**config.mk**
```make
export PLATFORM = sky130hd
export DESIGN_NAME = sme_rng_dispenser
export DESIGN_NICKNAME = d
export VERILOG_FILES = /design/src/rtl/sme_rng_dispenser.sv
export SDC_FILE = /design/constraint.sdc
export NUM_CORES = 1
export LEC_CHECK = 0
export CORE_MARGIN = 10
export CORE_UTILIZATION = 35
export DETAILED_ROUTE_END_ITERATION = 10
export DONT_BUFFER_PORTS = 1
export PLACE_DENSITY_LB_ADDON = 0.15
export REMOVE_ABC_BUFFERS = 1
export SYNTH_ARGS = -nofsm -noshare
export SYNTH_HDL_FRONTEND = slang
export SYNTH_SLANG_ARGS = --single-unit
```
**constraint.sdc**
```tcl
create_clock -name g_clk -period 7.45 [get_ports g_clk]
set_input_delay 0.3725 -clock g_clk [delete_from_list [all_inputs] [get_ports g_clk]]
set_output_delay 0.3725 -clock g_clk [all_outputs]
set_load 0.02 [all_outputs]
```
**src/rtl/sme_rng_dispenser.sv**
```systemverilog
// ---------------------------------------------------------------------------
// sme_rng_dispenser
//
// Consumer end of the SME random-mask interface. Requests a new RNG state with
// a one-cycle rng_update pulse, snapshots the RMAX x XLEN guard-share bus into
// a local buffer and hands out one fresh XLEN-bit mask word per handshake.
// A word is zeroed in the buffer the moment it is consumed, and the buffer is
// only refilled when exhausted or flushed, so no word is ever delivered twice.
//
// Optional build macro: SME_RNG_PREFETCH_EN
//   Adds a shadow buffer that is refilled in the background while serving,
//   so the primary buffer can be reloaded without a refill bubble.
//
// Ports:
//   g_clk       in   clock
//   g_reset     in   asynchronous active-high reset
//   g_clk_req   out  clock request (low only when idle in SERVE)
//   rng_update  out  one-cycle update request to the RNG
//   rng_in      in   RNG output bus, word i = rng_in[i*XLEN +: XLEN]
//   req_valid   in   consumer wants a mask word
//   req_ready   out  a fresh word is presented
//   req_data    out  mask word (zero when req_ready is low)
//   flush       in   discard all buffered words and refill
//   avail       out  number of fresh words in the primary buffer
//
// State table (primary sequencer):
//   state      | meaning
//   EMPTY      | buffer empty after reset, refill starts next cycle
//   REFRESH    | rng_update issued, wait counter loaded
//   WAIT       | waiting UPD_LAT cycles for rng_in to settle
//   CAPTURE    | buffer loaded from rng_in
//   SERVE      | words handed out on handshakes
// ---------------------------------------------------------------------------
module sme_rng_dispenser #(
    parameter int XLEN    = 32,
    parameter int SMAX    = 3,
    parameter int UPD_LAT = 1,
    localparam int RMAX   = SMAX + SMAX * (SMAX - 1) / 2,
    localparam int AW     = $clog2(RMAX + 1)
) (
    input  logic                 g_clk,
    input  logic                 g_reset,
    output logic                 g_clk_req,
    output logic                 rng_update,
    input  logic [RMAX*XLEN-1:0] rng_in,
    input  logic                 req_valid,
    output logic                 req_ready,
    output logic [XLEN-1:0]      req_data,
    input  logic                 flush,
    output logic [AW-1:0]        avail
);

    localparam int CW = $clog2(UPD_LAT + 1);

    typedef enum logic [2:0] {
        ST_EMPTY,
        ST_REFRESH,
        ST_WAIT,
        ST_CAPTURE,
        ST_SERVE
    } state_t;

    state_t            state_q, state_d;
    logic [CW-1:0]     cnt_q, cnt_d;
    logic [AW-1:0]     ptr_q, ptr_d;
    logic [AW-1:0]     avail_q, avail_d;
    logic [XLEN-1:0]   buf_q [RMAX];
    logic [XLEN-1:0]   buf_d [RMAX];
    logic [XLEN-1:0]   word_sel;
    logic              upd_p;
    logic              hs;

`ifdef SME_RNG_PREFETCH_EN
    typedef enum logic [1:0] {
        SH_IDLE,
        SH_REFRESH,
        SH_WAIT,
        SH_CAPTURE
    } sh_state_t;

    sh_state_t         sh_state_q, sh_state_d;
    logic [CW-1:0]     sh_cnt_q, sh_cnt_d;
    logic              sh_valid_q, sh_valid_d;
    logic [XLEN-1:0]   sh_buf_q [RMAX];
    logic [XLEN-1:0]   sh_buf_d [RMAX];
    logic              sh_upd;
    logic              xfer;
`endif

    // Flush blocks the handshake in the same cycle.
    assign req_ready = (state_q == ST_SERVE) && (avail_q != '0) && !flush;
    assign hs        = req_valid && req_ready;

    always_comb begin
        word_sel = '0;
        for (int i = 0; i < RMAX; i++) begin
            if (ptr_q == AW'(i)) begin
                word_sel = buf_q[i];
            end
        end
    end

    assign req_data = req_ready ? word_sel : '0;
    assign avail    = avail_q;

    always_comb begin
        state_d = state_q;
        cnt_d   = cnt_q;
        ptr_d   = ptr_q;
        avail_d = avail_q;
        buf_d   = buf_q;
        upd_p   = 1'b0;

        case (state_q)
            ST_EMPTY: begin
                state_d = ST_REFRESH;
            end
            ST_REFRESH: begin
                upd_p   = 1'b1;
                cnt_d   = CW'(UPD_LAT);
                state_d = ST_WAIT;
            end
            ST_WAIT: begin
                cnt_d = cnt_q - CW'(1);
                if (cnt_q == CW'(1)) begin
                    state_d = ST_CAPTURE;
                end
            end
            ST_CAPTURE: begin
                for (int i = 0; i < RMAX; i++) begin
                    buf_d[i] = rng_in[i*XLEN +: XLEN];
                end
                ptr_d   = '0;
                avail_d = AW'(RMAX);
                state_d = ST_SERVE;
            end
            ST_SERVE: begin
                if (hs) begin
                    for (int i = 0; i < RMAX; i++) begin
                        if (ptr_q == AW'(i)) begin
                            buf_d[i] = '0;
                        end
                    end
                    ptr_d   = ptr_q + AW'(1);
                    avail_d = avail_q - AW'(1);
                    if (avail_q == AW'(1)) begin
`ifdef SME_RNG_PREFETCH_EN
                        if (sh_valid_q) begin
                            buf_d   = sh_buf_q;
                            ptr_d   = '0;
                            avail_d = AW'(RMAX);
                        end else begin
                            state_d = ST_REFRESH;
                        end
`else
                        state_d = ST_REFRESH;
`endif
                    end
                end
            end
            default: begin
                state_d = ST_EMPTY;
            end
        endcase

        if (flush) begin
            state_d = ST_REFRESH;
            ptr_d   = '0;
            avail_d = '0;
            for (int i = 0; i < RMAX; i++) begin
                buf_d[i] = '0;
            end
        end
    end

`ifdef SME_RNG_PREFETCH_EN
    assign xfer = hs && (avail_q == AW'(1)) && sh_valid_q;

    always_comb begin
        sh_state_d = sh_state_q;
        sh_cnt_d   = sh_cnt_q;
        sh_valid_d = sh_valid_q;
        sh_buf_d   = sh_buf_q;
        sh_upd     = 1'b0;

        case (sh_state_q)
            SH_IDLE: begin
                if ((state_q == ST_SERVE) && !sh_valid_q) begin
                    sh_state_d = SH_REFRESH;
                end
            end
            SH_REFRESH: begin
                sh_upd     = 1'b1;
                sh_cnt_d   = CW'(UPD_LAT);
                sh_state_d = SH_WAIT;
            end
            SH_WAIT: begin
                sh_cnt_d = sh_cnt_q - CW'(1);
                if (sh_cnt_q == CW'(1)) begin
                    sh_state_d = SH_CAPTURE;
                end
            end
            SH_CAPTURE: begin
                for (int i = 0; i < RMAX; i++) begin
                    sh_buf_d[i] = rng_in[i*XLEN +: XLEN];
                end
                sh_valid_d = 1'b1;
                sh_state_d = SH_IDLE;
            end
            default: begin
                sh_state_d = SH_IDLE;
            end
        endcase

        if (xfer) begin
            sh_valid_d = 1'b0;
        end

        // Whenever the primary leaves SERVE it issues its own update; a
        // half-finished shadow fill would then capture that same RNG state.
        if (state_d != ST_SERVE) begin
            sh_state_d = SH_IDLE;
        end

        if (flush) begin
            sh_state_d = SH_IDLE;
            sh_valid_d = 1'b0;
            for (int i = 0; i < RMAX; i++) begin
                sh_buf_d[i] = '0;
            end
        end
    end

    assign rng_update = upd_p || sh_upd;
    assign g_clk_req  = !g_reset && ((state_q != ST_SERVE) || req_valid ||
                                     (sh_state_q != SH_IDLE) || !sh_valid_q);

    always_ff @(posedge g_clk or posedge g_reset) begin
        if (g_reset) begin
            sh_state_q <= SH_IDLE;
            sh_cnt_q   <= '0;
            sh_valid_q <= 1'b0;
            for (int i = 0; i < RMAX; i++) begin
                sh_buf_q[i] <= '0;
            end
        end else begin
            sh_state_q <= sh_state_d;
            sh_cnt_q   <= sh_cnt_d;
            sh_valid_q <= sh_valid_d;
            sh_buf_q   <= sh_buf_d;
        end
    end
`else
    assign rng_update = upd_p;
    // Reset gates the request directly so it drops without a clock edge.
    assign g_clk_req  = !g_reset && ((state_q != ST_SERVE) || req_valid);
`endif

    always_ff @(posedge g_clk or posedge g_reset) begin
        if (g_reset) begin
            state_q <= ST_EMPTY;
            cnt_q   <= '0;
            ptr_q   <= '0;
            avail_q <= '0;
            for (int i = 0; i < RMAX; i++) begin
                buf_q[i] <= '0;
            end
        end else begin
            state_q <= state_d;
            cnt_q   <= cnt_d;
            ptr_q   <= ptr_d;
            avail_q <= avail_d;
            buf_q   <= buf_d;
        end
    end

endmodule

```
Word level (Yosys, flattened, before mapping) --
Cells that the tools add are included.
Operators by class: $add $sub $neg 3, equal/unequal tests 20, mux-type cells 29, reductions and logical operators 20
Operator list (count):
- 32-bit 2-to-1 mux | 13
- 192-bit 2-to-1 mux | 2
- 192-bit case mux with 2 select lines | 1
- 3-bit 2-to-1 mux | 8
- 3-bit by 2-bit != test with 1-bit output (second input constant) | 7
- 3-bit AND reduction | 7
- 3-bit case mux with 5 select lines | 1
- 3-bit by 2-bit equality test with 1-bit output (second input constant) | 4
- 3-bit case mux with 2 select lines | 2
- 3-bit by 1-bit equality test with 1-bit output (second input constant) | 3
- 3-bit equality test (second input constant) | 3
- 3-bit != test (second input constant) | 3
- 3-bit zero test | 2
- 3-bit nonzero test | 2
- 1-bit logical AND | 4
- 3-bit by 1-bit adder with 3-bit output (second input constant) | 1
- 3-bit by 1-bit subtractor with 3-bit output (second input constant) | 1
- 1-bit zero test | 2
- 1-bit case mux with 2 select lines | 1
- 2-bit AND reduction | 1
- 2-bit nonzero test | 1
- 1-bit logical OR | 1
- 1-bit 2-to-1 mux | 1
- 1-bit subtractor (second input constant) | 1
Word-level totals: register bits 202, input port bits 196, output and inout port bits 38, logic and storage cells 82

Depth between registers and ports, before layout --
Gate-level depths: netlist of run 1.
depth in word-level cells 8, gate-level depth with buffers 10, depth with buffers taken out 6

Least setup slack after synthesis of run 1 --
No wires, ideal clock.
path type register to output, start point reg ptr_q[0], end point out req_data[10], arrival 2.244 ns, data required time 7.078 ns, path slack 4.833 ns, stages on the path, launching flop included 10, buffers on the path 3, path through dfrtp_1 -> ha_1 -> ha_1 -> clkbuf_1 -> or2_2 -> clkbuf_1 -> clkbuf_1 -> a21oi_1 -> a221oi_1 -> a211oi_1
On the way: cells in the longest elaborated chain, start to end 8, elaborated cells on any way between the ends 13, those cells by class eq/ne (5); mux (7); reduce/logical (1)
Ends and longest elaborated chain:
- start: declaration | RTL line 65 | logic [AW-1:0] ptr_q, ptr_d;
- start signal: assignment | RTL line 271 | ptr_q <= ptr_d;
- 3-bit zero test | RTL line 97 | if (ptr_q == AW'(i)) begin
- 32-bit 2-to-1 mux (5 in a row) | RTL line 97
- 32-bit 2-to-1 mux (*) | RTL line 97
- 32-bit 2-to-1 mux (*) | RTL line 103 | assign req_data = req_ready ? word_sel : '0;
- end: declaration | RTL line 48 | output logic [XLEN-1:0] req_data,
Every way passes the cells marked *; elsewhere a longest branch is shown, timed or not.

Final worst setup path of run 1 --
start point reg ptr_q[2], end point out req_data[29]
Same word-level chain as after synthesis.

==> summary.md, run 1 <==
| Metric | Value |
|---|---|
| Total core area | ~0.026 mm^2 |
| Nets | roughly 1100 |
| PortBufs | 0 |
| Total GRT Usage | 0.193 |
| R2R Setup Slk | approximately 4.2 ns |
| Total clock sinks | 202 |
| Cell area after layout | 0.0121 mm^2 |
| Worst setup path class | flop to output port |
| Area delta synth->final | 31.6% |
| Yosys top cell by area | dfrtp_1 |
| Crit end category | output port |
| Share of cells above drive strength 1 | 0.0699 |
| I/O pin count | about 230 |
| Met2 GRT Util | 0.329 |
| Worst-Skew Late Latency | about 0.52 ns |
| Die width | about 180 um |
| Fraction of registers with async set or reset after synthesis | 1.00 |
| Worst-path clk slew | 0.05 ns |
| Outcome | finished clean |
| Final global-route overflow total | 0 |
| Top post-synthesis cells by area | dfrtp_1 (55%), a22o_1 (18%), a221oi_1 (3.1%), a211oi_1 (2.6%), a21oi_1 (2.6%) |
| Clock Path Buffers | 3 |
| CP Max Fanout | 37 |
| Synth cell types | 40 |
| Wire length per cell | around 26 um |
| Fin. Hold Viols | 0 |
| Gr busiest metal | met2 |
| Syn avg cell area | 11.5 um^2 |
| Pins Over Slew Limit | 0 |
| Yosys warning count | 0 |
| Tcrit/Tclk final | 0.626 |
| Area of placed instances | 0.00934 mm^2 |
| CTS Buf Count | 24 |
| CTS Hold Bufs | 191 |
| CTS resizes | 0 |
| Req. time, crit path | 7.08 ns |
| Logic gate share of total power | 0.146 |
| Detailed-route via count | 7802 |
| 1st-iter DRT viols | 574 |
| Mapped Area | 0.00920 mm^2 |
| Post-synth top area share | 0.550 |
| Arrival time at the worst endpoint | 4.29 ns |
| H-Tree Depth | 1 |
| Clock skew | 0.0197 ns |
| Row count | 59 |
| #FFs+latches synth | 202 |
| Final core utilization | 0.466 |
| MaxCap Viol Count | 0 |
| TritonRoute pass-1 iters | 7 |
| Number of flops mapped to enable cells by yosys | 0 |
| Reg power frac | 0.429 |
| Vias per std cell | 6.02 |
| Met3 GRT Util | 0.0417 |
| DP HPWL | 20.0 mm |
| Initial Utilization | 0.354 |
| RD Place Congestion | 0.813 |
| Post-route setup slack | 2.78 ns |
| Final ANT Viol Nets | 0 |
| Pre-CTS setup slack | 3.35 ns |
| Int Power | ~2.2 mW |
| Gate Count Post-Synth | 803 |
| Slew margin rel. | 0.121 |
| Tmin final | between 4 and 5 ns |
| TritonCTS clock tree | yes |
| Net switching power | 0.775 mW |
| P_leak | roughly 5.3 nW |
| Maximum vdd ir drop | 218 uV |
| Clock Power Share | 0.425 |
| Post-synthesis sequential area ratio | 0.550 |
| Met1 usage | 0.240 |
| Fillers | 2366 |
| Die H | 182 um |
| First-pass GRT wire length | 51.2 mm |
| Predominant post-synthesis flop cell | dfrtp_1 |
| # setup viols final | 0 |
| # DRC | 0 |
| Sw Share | 0.261 |
| Routed wire length | 33.5 mm |
| Pin slew with the least headroom to its limit | between 1 and 1.5 ns |
| Clk root buf | clkbuf_16 |
| Worst Hold Class | primary input to flop |
| Number of global-route vias before repair | 8479 |
| RSZ-0062 raised after global routing | no |
| Post-CTS Setup Bufs | 0 |
| Crit path launch type | flop |
| Die Footprint | 0.0332 mm^2 |
| Largest net degree at the start of global routing | 131 |
| Initial antenna violation count | 1 |
| Power Density | between 200 and 250 mW/mm^2 |
| Fmax | 0.214 GHz |
==> power groups by stage <==
stage / logic, mW / clock network, mW / registers, mW
6_report: 0.434 / 1.26 / 1.27
5_1_grt: 0.472 / 1.34 / 1.28
4_1_cts: 0.435 / 1.29 / 1.27
3_5_place_dp: 0.345 / 0 / 1.29
3_3_place_gp: 0.334 / 0 / 1.28
2_1_floorplan: 0.261 / 0 / 1.27
==> cell families (layout without fill, tap and decap cells) <==
logic type,Yosys count,after routing,share of synthesized area
buf+inv,131,287,0.0637
flops,202,202,0.550
simple gates,76,76,0.0477
compound gates,385,385,0.327
other cells,0,1,0
fa+ha+maj,8,8,0.0109
xor+xnor,1,1,0.000952
==> layer usage <==
| metal | routed length, um | vias to the layer above | part of all wire |
|---|---|---|---|
| li1 | - | 3394 | - |
| met1 | 13700 | 3976 | 0.41 |
| met2 | 16700 | 369 | 0.50 |
| met3 | 2360 | 63 | 0.070 |
| met4 | 834 | 0 | 0.025 |
| met5 | 0 | - | 0 |
==> critical path, stage by stage, from the launching register on <==
cell      delay (ns)
dfrtp_2         0.99
inv_1           0.25
ha_2            0.55
or2_2           0.76
a21oi_1         0.25
a221oi_1        0.10
a211oi_1        0.88
==> synthesized netlist by cell type (all sizes together) (2+ instances only) <==
cell      n
a211oi   32
nor3b     3
nand2    17
nor2      5
nor2b     3
dfrtp   202
a221o    22
a221oi   33
a41o      3
nor3      5
o21bai    2
o21ai    49
nand3     3
a22o    192
ha        8
or3      32
nand2b    2
buf      25
inv      44
clkbuf   62
a21oi    47
==> state kept, by name (all words and copies together) (netlist names) <==
signal and count:
ptr_q 3, state_q 3, cnt_q 1, avail 3, buf_q 192
==> area by class of cell <==
class	count	area, um^2	area share
repair buffers	201	1990	0.164
flip-flops and latches	202	5060	0.418
inverters	44	173	0.0143
diodes	1	2.50	0.000207
clock inverters	11	160	0.0132
well taps	335	419	0.0346
clock buffers	31	688	0.0569
multi-input cells	470	3620	0.299
==> placed cells by master (no fill, tap or decap), drive strengths merged, types with 10 or more instances in the layout <==
cell / netlist / final
clkbuf: 62 / 31
a211oi: 32 / 32
dfrtp: 202 / 202
or3: 32 / 32
nand2: 17 / 17
a221o: 22 / 22
a21oi: 47 / 47
dlygate4sd3: 0 / 191
a22o: 192 / 192
inv: 44 / 43
a221oi: 33 / 33
o21ai: 49 / 49
buf: 25 / 10
==> per-stage QoR <==
stage / instances / power, mW / hold slack [ns] / setup TNS (ns)
after floorplan: 716 / 1.53 / 0.443 / -730.17
after global placement: 1061 / 1.62 / 0.447 / 0
after detailed placement: 1061 / 1.63 / 0.455 / 0
after CTS: 1294 / 2.99 / 0.000717 / 0
after global routing: 1295 / 3.09 / 0.0122 / 0
final: 1295 / 2.96 / 0.0243 / 0
==> path summary, 6_finish.rpt <==
path                            cells past startpoint  startpoint            to
max in group asynchronous                           3     g_reset     buf_q[62]
min in group asynchronous                           2     g_reset         cnt_q
worst min-delay path                                1  rng_in[17]    buf_q[177]
worst max-delay path                                6    ptr_q[2]  req_data[29]
worst min register to register                      1   buf_q[57]     buf_q[57]
worst max register to register                      6    ptr_q[2]     buf_q[90]
No activity file was read; power rests on OpenSTA's default activity.
==> run 2: changes to the inputs <==
==> constraint.sdc (replaced) <==
create_clock -name g_clk -period 3.9 [get_ports g_clk]
set_input_delay 0.195 -clock g_clk [delete_from_list [all_inputs] [get_ports g_clk]]
set_output_delay 0.195 -clock g_clk [all_outputs]
set_load 0.02 [all_outputs]
==> summary.md, run 2 (synthesized netlist as in run 1, its figures left out) <==
| Metric | Value |
|---|---|
| Area of placed instances | 0.00969 mm^2 (was 0.00934 mm^2) |
| Power Density | 446 mW/mm^2 (was 245 mW/mm^2) |
| Maximum vdd ir drop | 395 uV (was 218 uV) |
| First-pass GRT wire length | 52.4 mm (was 51.2 mm) |
| Sw Share | 0.269 (was 0.261) |
| Crit path launch type | flop (unchanged) |
| Die width | 182 um (unchanged) |
| Worst R2R End | buf_q[172] (was buf_q[90]) |
| P_leak | 5.55 nW (was 5.32 nW) |
| Worst hold margin | 0.0737 ns (was 0.0243 ns) |
| Wire length per cell | 25.7 um (was 25.9 um) |
| Register area | 0.00506 mm^2 (unchanged) |
| Total core area | 0.0260 mm^2 (unchanged) |
| Arrival time at the worst endpoint | 3.24 ns (was 4.29 ns) |
| Clock Power Share | 0.408 (was 0.425) |
| Reg power frac | 0.437 (was 0.429) |
| Clk root buf | clkbuf_16 (unchanged) |
| Post-CTS Setup Bufs | 0 (unchanged) |
| Initial antenna violation count | 3 (was 1) |
| # DRC | 0 (unchanged) |
| PortBufs | 0 (unchanged) |
| Most common cell after layout, fill and taps aside | dfrtp_1 (unchanged) |
| Routed wire length | 34.4 mm (was 33.5 mm) |
| Logic gate share of total power | 0.155 (was 0.146) |
| CTS Buf Count | 25 (was 24) |
| Worst setup path class | flop to output port (unchanged) |
| Number of global-route vias before repair | 8758 (was 8479) |
| TritonCTS clock tree | yes (unchanged) |
| Clock Path Buffers | 3 (unchanged) |
| Fmax | 0.291 GHz |
| Crit end category | output port (unchanged) |
| MaxCap Viol Count | 0 (unchanged) |
| Worst-path clk slew | 0.06 ns (was 0.05 ns) |
| CTS resizes | 0 (unchanged) |
| I/O pin count | 234 (unchanged) |
| Outcome | finished clean (unchanged) |
| Area delta synth->final | 35.4% (was 31.6%) |
| Row count | 59 (unchanged) |
| Crit path from | ptr_q[1] (was ptr_q[2]) |
| Slew margin rel. | 0.342 (was 0.121) |
| Nets | 1191 (was 1147) |
| R2R Path Start | ptr_q[0] (was ptr_q[2]) |
| Pins Over Slew Limit | 0 (unchanged) |
| Cell Chain, Critical Path | inv_1 -> ha_2 -> clkinv_1 -> a21oi_4 -> buf_4 -> a221oi_1 -> a211oi_1 -> buf_4 (was inv_1 -> ha_2 -> or2_2 -> a21oi_1 -> a221oi_1 -> a211oi_1) |
| Reg2Reg Depth | 9 (was 6) |
| Largest net degree at the start of global routing | 111 (was 131) |
| Total clock sinks | 202 (unchanged) |
| RD Place Congestion | 0.826 (was 0.813) |
| Detailed-route via count | 8038 (was 7802) |
| H-Tree Depth | 1 (unchanged) |
| Final ANT Viol Nets | 0 (unchanged) |
| Most frequent cells in the layout | dfrtp_1 (201), dlygate4sd3_1 (195), a22o_1 (192), a21oi_1 (46), o21ai_0 (45) (was dfrtp_1 (201), a22o_1 (192), dlygate4sd3_1 (191), a21oi_1 (46), o21ai_0 (45)) |
| Tcrit/Tclk final | 0.881 |
| Die Footprint | 0.0332 mm^2 (unchanged) |
| Critical Path Max Stage Delay | 0.61 ns (was 0.99 ns) |
| 1st-iter DRT viols | 730 (was 574) |
| Req. time, crit path | 3.70 ns (was 7.08 ns) |
| R2R Setup Slk | 1.11 ns (was 4.21 ns) |
| Final global-route overflow total | 0 (unchanged) |
| Int Power | 4.06 mW (was 2.19 mW) |
| Vias per std cell | 5.99 (was 6.02) |
| Net switching power | 1.50 mW (was 0.775 mW) |
| Cell area after layout | 0.0125 mm^2 (was 0.0121 mm^2) |
| Most used cell, CP | buf_4 |
| Pin slew with the least headroom to its limit | 0.983 ns (was 1.31 ns) |
| DP HPWL | 21.3 mm (was 20.0 mm) |
| # setup viols final | 0 (unchanged) |
| Worst Hold Class | primary input to flop (unchanged) |
| Final core utilization | 0.479 (was 0.466) |
| Worst-Skew Late Latency | 0.51 ns (was 0.52 ns) |
| CP Max Fanout | 17 (was 37) |
| Total GRT Usage | 0.197 (was 0.193) |
| Largest register by flop count | buf_q (unchanged) |
| Initial Utilization | 0.354 (unchanged) |
| Max FFs per register | 192 (unchanged) |
| TritonRoute pass-1 iters | 6 (was 7) |
| Tmin final | 3.44 ns |
| Multi-input gate area | 0.00362 mm^2 (unchanged) |
| Die H | 182 um (unchanged) |
| Share of cells above drive strength 1 | 0.105 (was 0.0699) |
| CP endpoint | req_data[11] (was req_data[29]) |
| Fillers | 2289 (was 2366) |
| Fin. Hold Viols | 0 (unchanged) |
| CP max-delay cell | a21oi_4 (was dfrtp_2) |
| RSZ-0062 raised after global routing | no (unchanged) |
| Clock skew | 0.00970 ns (was 0.0197 ns) |
run 2: cell count changes in the layout (fill, tap and decap cells not counted), sizes merged:
cell         previous run  this run
buf                    10        49
bufinv                  4         1
diode                   1         4
clkinv                  6         7
dlygate4sd3           191       195
clkbuf                 31        36
clkinvlp                2         0
run 2: timing repair:
item	CTS	global route
hold buffers	195	0
setup endpoints to repair	0	0
hold endpoints to repair	310	0
run 2: cell type report:
cell class                 count  share of cell area
inverter                      44              0.0139
clock buffer                  36              0.0592
tap                          335              0.0337
clock inverter                 7             0.00482
multi-input combinational    470               0.290
timing repair buffer         244               0.191
antenna                        4            0.000804
sequential                   202               0.406
run 2: routing by layer:
| layer | vias up | track usage | wire (um) |
|---|---|---|---|
| li1 | 3476 | - | - |
| met1 | 4118 | 0.247 | 14200 |
| met2 | 384 | 0.329 | 16800 |
| met3 | 60 | 0.0441 | 2390 |
| met4 | 0 | 0.0651 | 989 |
| met5 | - | 0 | 0 |
run 2: power by group through the flow:
stage                     combinational [mW]  clock, mW  sequential (mW)
after floorplan                        0.498          0             2.42
after global placement                 0.664          0             2.45
after detailed placement               0.682          0             2.46
after CTS                              0.862       2.32             2.42
after global routing                   0.932       2.40             2.45
final                                  0.859       2.27             2.43
run 2: how the worst min path moves through the flow:
stage	cells after the start	startpoint	to
after global routing	3	req_valid	avail[0]
after floorplan	1	flush	state_q[1]
final	3	req_valid	avail[0]
after detailed placement	1	g_reset	cnt_q
after global placement	1	g_reset	cnt_q
after CTS	3	req_valid	avail[0]
run 2: worst max-delay path, delay by kind of cell (launching register included):
kind | cells | cell delay, ns
DFF | 1 | 0.40
buffers and inverters | 4 | 0.92
AOI/OAI and AO/OA | 3 | 1.02
adders and majority gates | 1 | 0.38
run 2: metrics by stage:
step	instances	total power [mW]	setup slack, ns	setup TNS (ns)
floorplan	716	2.92	-7.33	-1798.51
global placement	1100	3.12	1.07	0
detailed placement	1100	3.14	1.01	0
CTS	1338	5.60	0.424	0
global route	1341	5.78	0.273	0
finish	1342	5.56	0.463	0
==> run 3: changes to the inputs <==
--- a/config.mk
+++ b/config.mk
@@ -5,12 +5,14 @@
 export SDC_FILE = /design/constraint.sdc
 export NUM_CORES = 1
 export LEC_CHECK = 0
+export CELL_PAD_IN_SITES_DETAIL_PLACEMENT = 1
+export CELL_PAD_IN_SITES_GLOBAL_PLACEMENT = 2
 export CORE_MARGIN = 10
 export CORE_UTILIZATION = 35
+export CTS_CLUSTER_SIZE = 8
 export DETAILED_ROUTE_END_ITERATION = 10
 export DONT_BUFFER_PORTS = 1
 export PLACE_DENSITY_LB_ADDON = 0.15
-export REMOVE_ABC_BUFFERS = 1
 export SYNTH_ARGS = -nofsm -noshare
 export SYNTH_HDL_FRONTEND = slang
 export SYNTH_SLANG_ARGS = --single-unit
==> summary.md, run 3 (synthesized netlist as in run 1, its figures left out) <==
| Metric | Value |
|---|---|
| Outcome | finished clean (unchanged) |
| Nets | 1193 (was 1191) |
| RD Place Congestion | 0.874 (was 0.826) |
| Share of cells above drive strength 1 | 0.0949 (was 0.105) |
| Fin. Hold Viols | 0 (unchanged) |
| Fillers | 2715 (was 2289) |
| H-Tree Depth | 1 (unchanged) |
| Total clock sinks | 202 (unchanged) |
| Worst setup path class | flop to output port (unchanged) |
| Reg2Reg Depth | 6 (was 9) |
| Crit path launch type | flop (unchanged) |
| Worst-path clk slew | 0.05 ns (was 0.06 ns) |
| Clock skew | 0.0164 ns (was 0.00970 ns) |
| # setup viols final | 0 (unchanged) |
| Tcrit/Tclk final | 0.875 (was 0.881) |
| Largest net degree at the start of global routing | 113 (was 111) |
| Register area | 0.00506 mm^2 (unchanged) |
| Wire length per cell | 26.9 um (was 25.7 um) |
| Arrival time at the worst endpoint | 3.22 ns (was 3.24 ns) |
| Maximum vdd ir drop | 365 uV (was 395 uV) |
| DP HPWL | 22.9 mm (was 21.3 mm) |
| 1st-iter DRT viols | 543 (was 730) |
| Design Power | 5.48 mW (was 5.56 mW) |
| # DRC | 0 (unchanged) |
| I/O pin count | 234 (unchanged) |
| Number of global-route vias before repair | 8680 (was 8758) |
| Pins Over Slew Limit | 0 (unchanged) |
| Crit end category | output port (unchanged) |
| Row count | 59 (unchanged) |
| Final ANT Viol Nets | 0 (unchanged) |
| Initial antenna violation count | 5 (was 3) |
| Worst Hold Class | primary input to async pin (was primary input to flop) |
| R2R Path Start | ptr_q[1] (was ptr_q[0]) |
| Total core area | 0.0260 mm^2 (unchanged) |
| Largest register by flop count | buf_q (unchanged) |
| CP Max Fanout | 13 (was 17) |
| Pin slew with the least headroom to its limit | 1.14 ns (was 0.983 ns) |
| CTS Hold Bufs | 195 (unchanged) |
| Fin Setup TNS | 0 ns (unchanged) |
| MaxCap Viol Count | 0 (unchanged) |
| Tmin final | 3.41 ns (was 3.44 ns) |
| PortBufs | 0 (unchanged) |
| First-pass GRT wire length | 55.4 mm (was 52.4 mm) |
| Die width | 182 um (unchanged) |
| Multi-input gate area | 0.00361 mm^2 (was 0.00362 mm^2) |
| Worst-Skew Late Latency | 0.53 ns (was 0.51 ns) |
| Post-CTS Setup Bufs | 0 (unchanged) |
| Max FFs per register | 192 (unchanged) |
| Final global-route overflow total | 0 (unchanged) |
| Detailed-route via count | 7803 (was 8038) |
| Clock Path Buffers | 3 (unchanged) |
| Initial Utilization | 0.354 (unchanged) |
| Crit path from | ptr_q[0] (was ptr_q[1]) |
| Total GRT Usage | 0.210 (was 0.197) |
| Die H | 182 um (unchanged) |
| P_leak | 5.48 nW (was 5.55 nW) |
| Die Footprint | 0.0332 mm^2 (unchanged) |
| Most common cell after layout, fill and taps aside | dfrtp_1 (unchanged) |
| Routed wire length | 35.8 mm (was 34.4 mm) |
| Fmax | 0.293 GHz (was 0.291 GHz) |
| RSZ-0062 raised after global routing | no (unchanged) |
| Slew margin rel. | 0.240 (was 0.342) |
| Most frequent cells in the layout | dfrtp_1 (201), dlygate4sd3_1 (195), a22o_1 (192), a21oi_1 (46), o21ai_0 (45) (unchanged) |
| Area delta synth->final | 34.3% (was 35.4%) |
| Clk root buf | clkbuf_16 (unchanged) |
| Req. time, crit path | 3.70 ns (about the same) |
| Worst hold margin | 0.0591 ns (was 0.0737 ns) |
| TritonRoute pass-1 iters | 4 (was 6) |
| Vias per std cell | 5.86 (was 5.99) |
| CTS resizes | 0 (unchanged) |
| TritonCTS clock tree | yes (unchanged) |
| Power Density | 444 mW/mm^2 (was 446 mW/mm^2) |
| CTS Buf Count | 29 (was 25) |
| Syn Nets | 1007 |
run 3: layout make-up:
cell class	count	share of cell area
clock inverters	1	0.000608
clock buffers	31	0.0594
diodes	6	0.00122
flip-flops and latches	202	0.409
inverters	44	0.0137
well taps	335	0.0339
multi-input cells	470	0.292
repair buffers	242	0.190
run 3: per-stage QoR:
stage / cell area [um^2] / setup WS (ns) / util / std cells
5_1_grt: 12300 / 0.229 / 0.475 / 1330
3_3_place_gp: 9640 / 1.08 / 0.371 / 1098
6_report: 12400 / 0.488 / 0.475 / 1331
4_1_cts: 12300 / 0.414 / 0.475 / 1325
3_5_place_dp: 9640 / 0.990 / 0.371 / 1098
2_1_floorplan: 9200 / 1.09 / - / 803
run 3: worst max-delay path: stages, from the launching register on:
cell and delay (ns):
dfrtp_1 0.40, inv_1 0.14, ha_1 0.50, nor2b_2 0.59, buf_4 0.29, a221o_1 0.17, a221oi_1 0.08, a211oi_1 0.30
buf_4 0.21
run 3: report_power, final:
part | total, mW | internal, mW | switching (mW)
clock | 2.20 | 1.30 | 0.898
combinational | 0.837 | 0.393 | 0.444
sequential | 2.45 | 2.30 | 0.149
run 3: worst paths after layout:
| check | to | slack [ns] |
|---|---|---|
| hold / removal | avail[1] | 0.06 |
| hold reg to reg | buf_q[50] | 0.49 |
| setup reg to reg | buf_q[13] | 1.03 |
| min in group g_clk | avail[0] | 0.07 |
| max in group asynchronous | buf_q[180] | 2.89 |
| setup / recovery | req_data[4] | 0.49 |
run 3: per-layer routing:
layer	up-vias	track usage	routed length [um]
met5	-	0	0
met4	0	0.0527	777
met3	53	0.0518	2200
met2	281	0.351	17500
met1	4000	0.266	15300
li1	3469	-	-
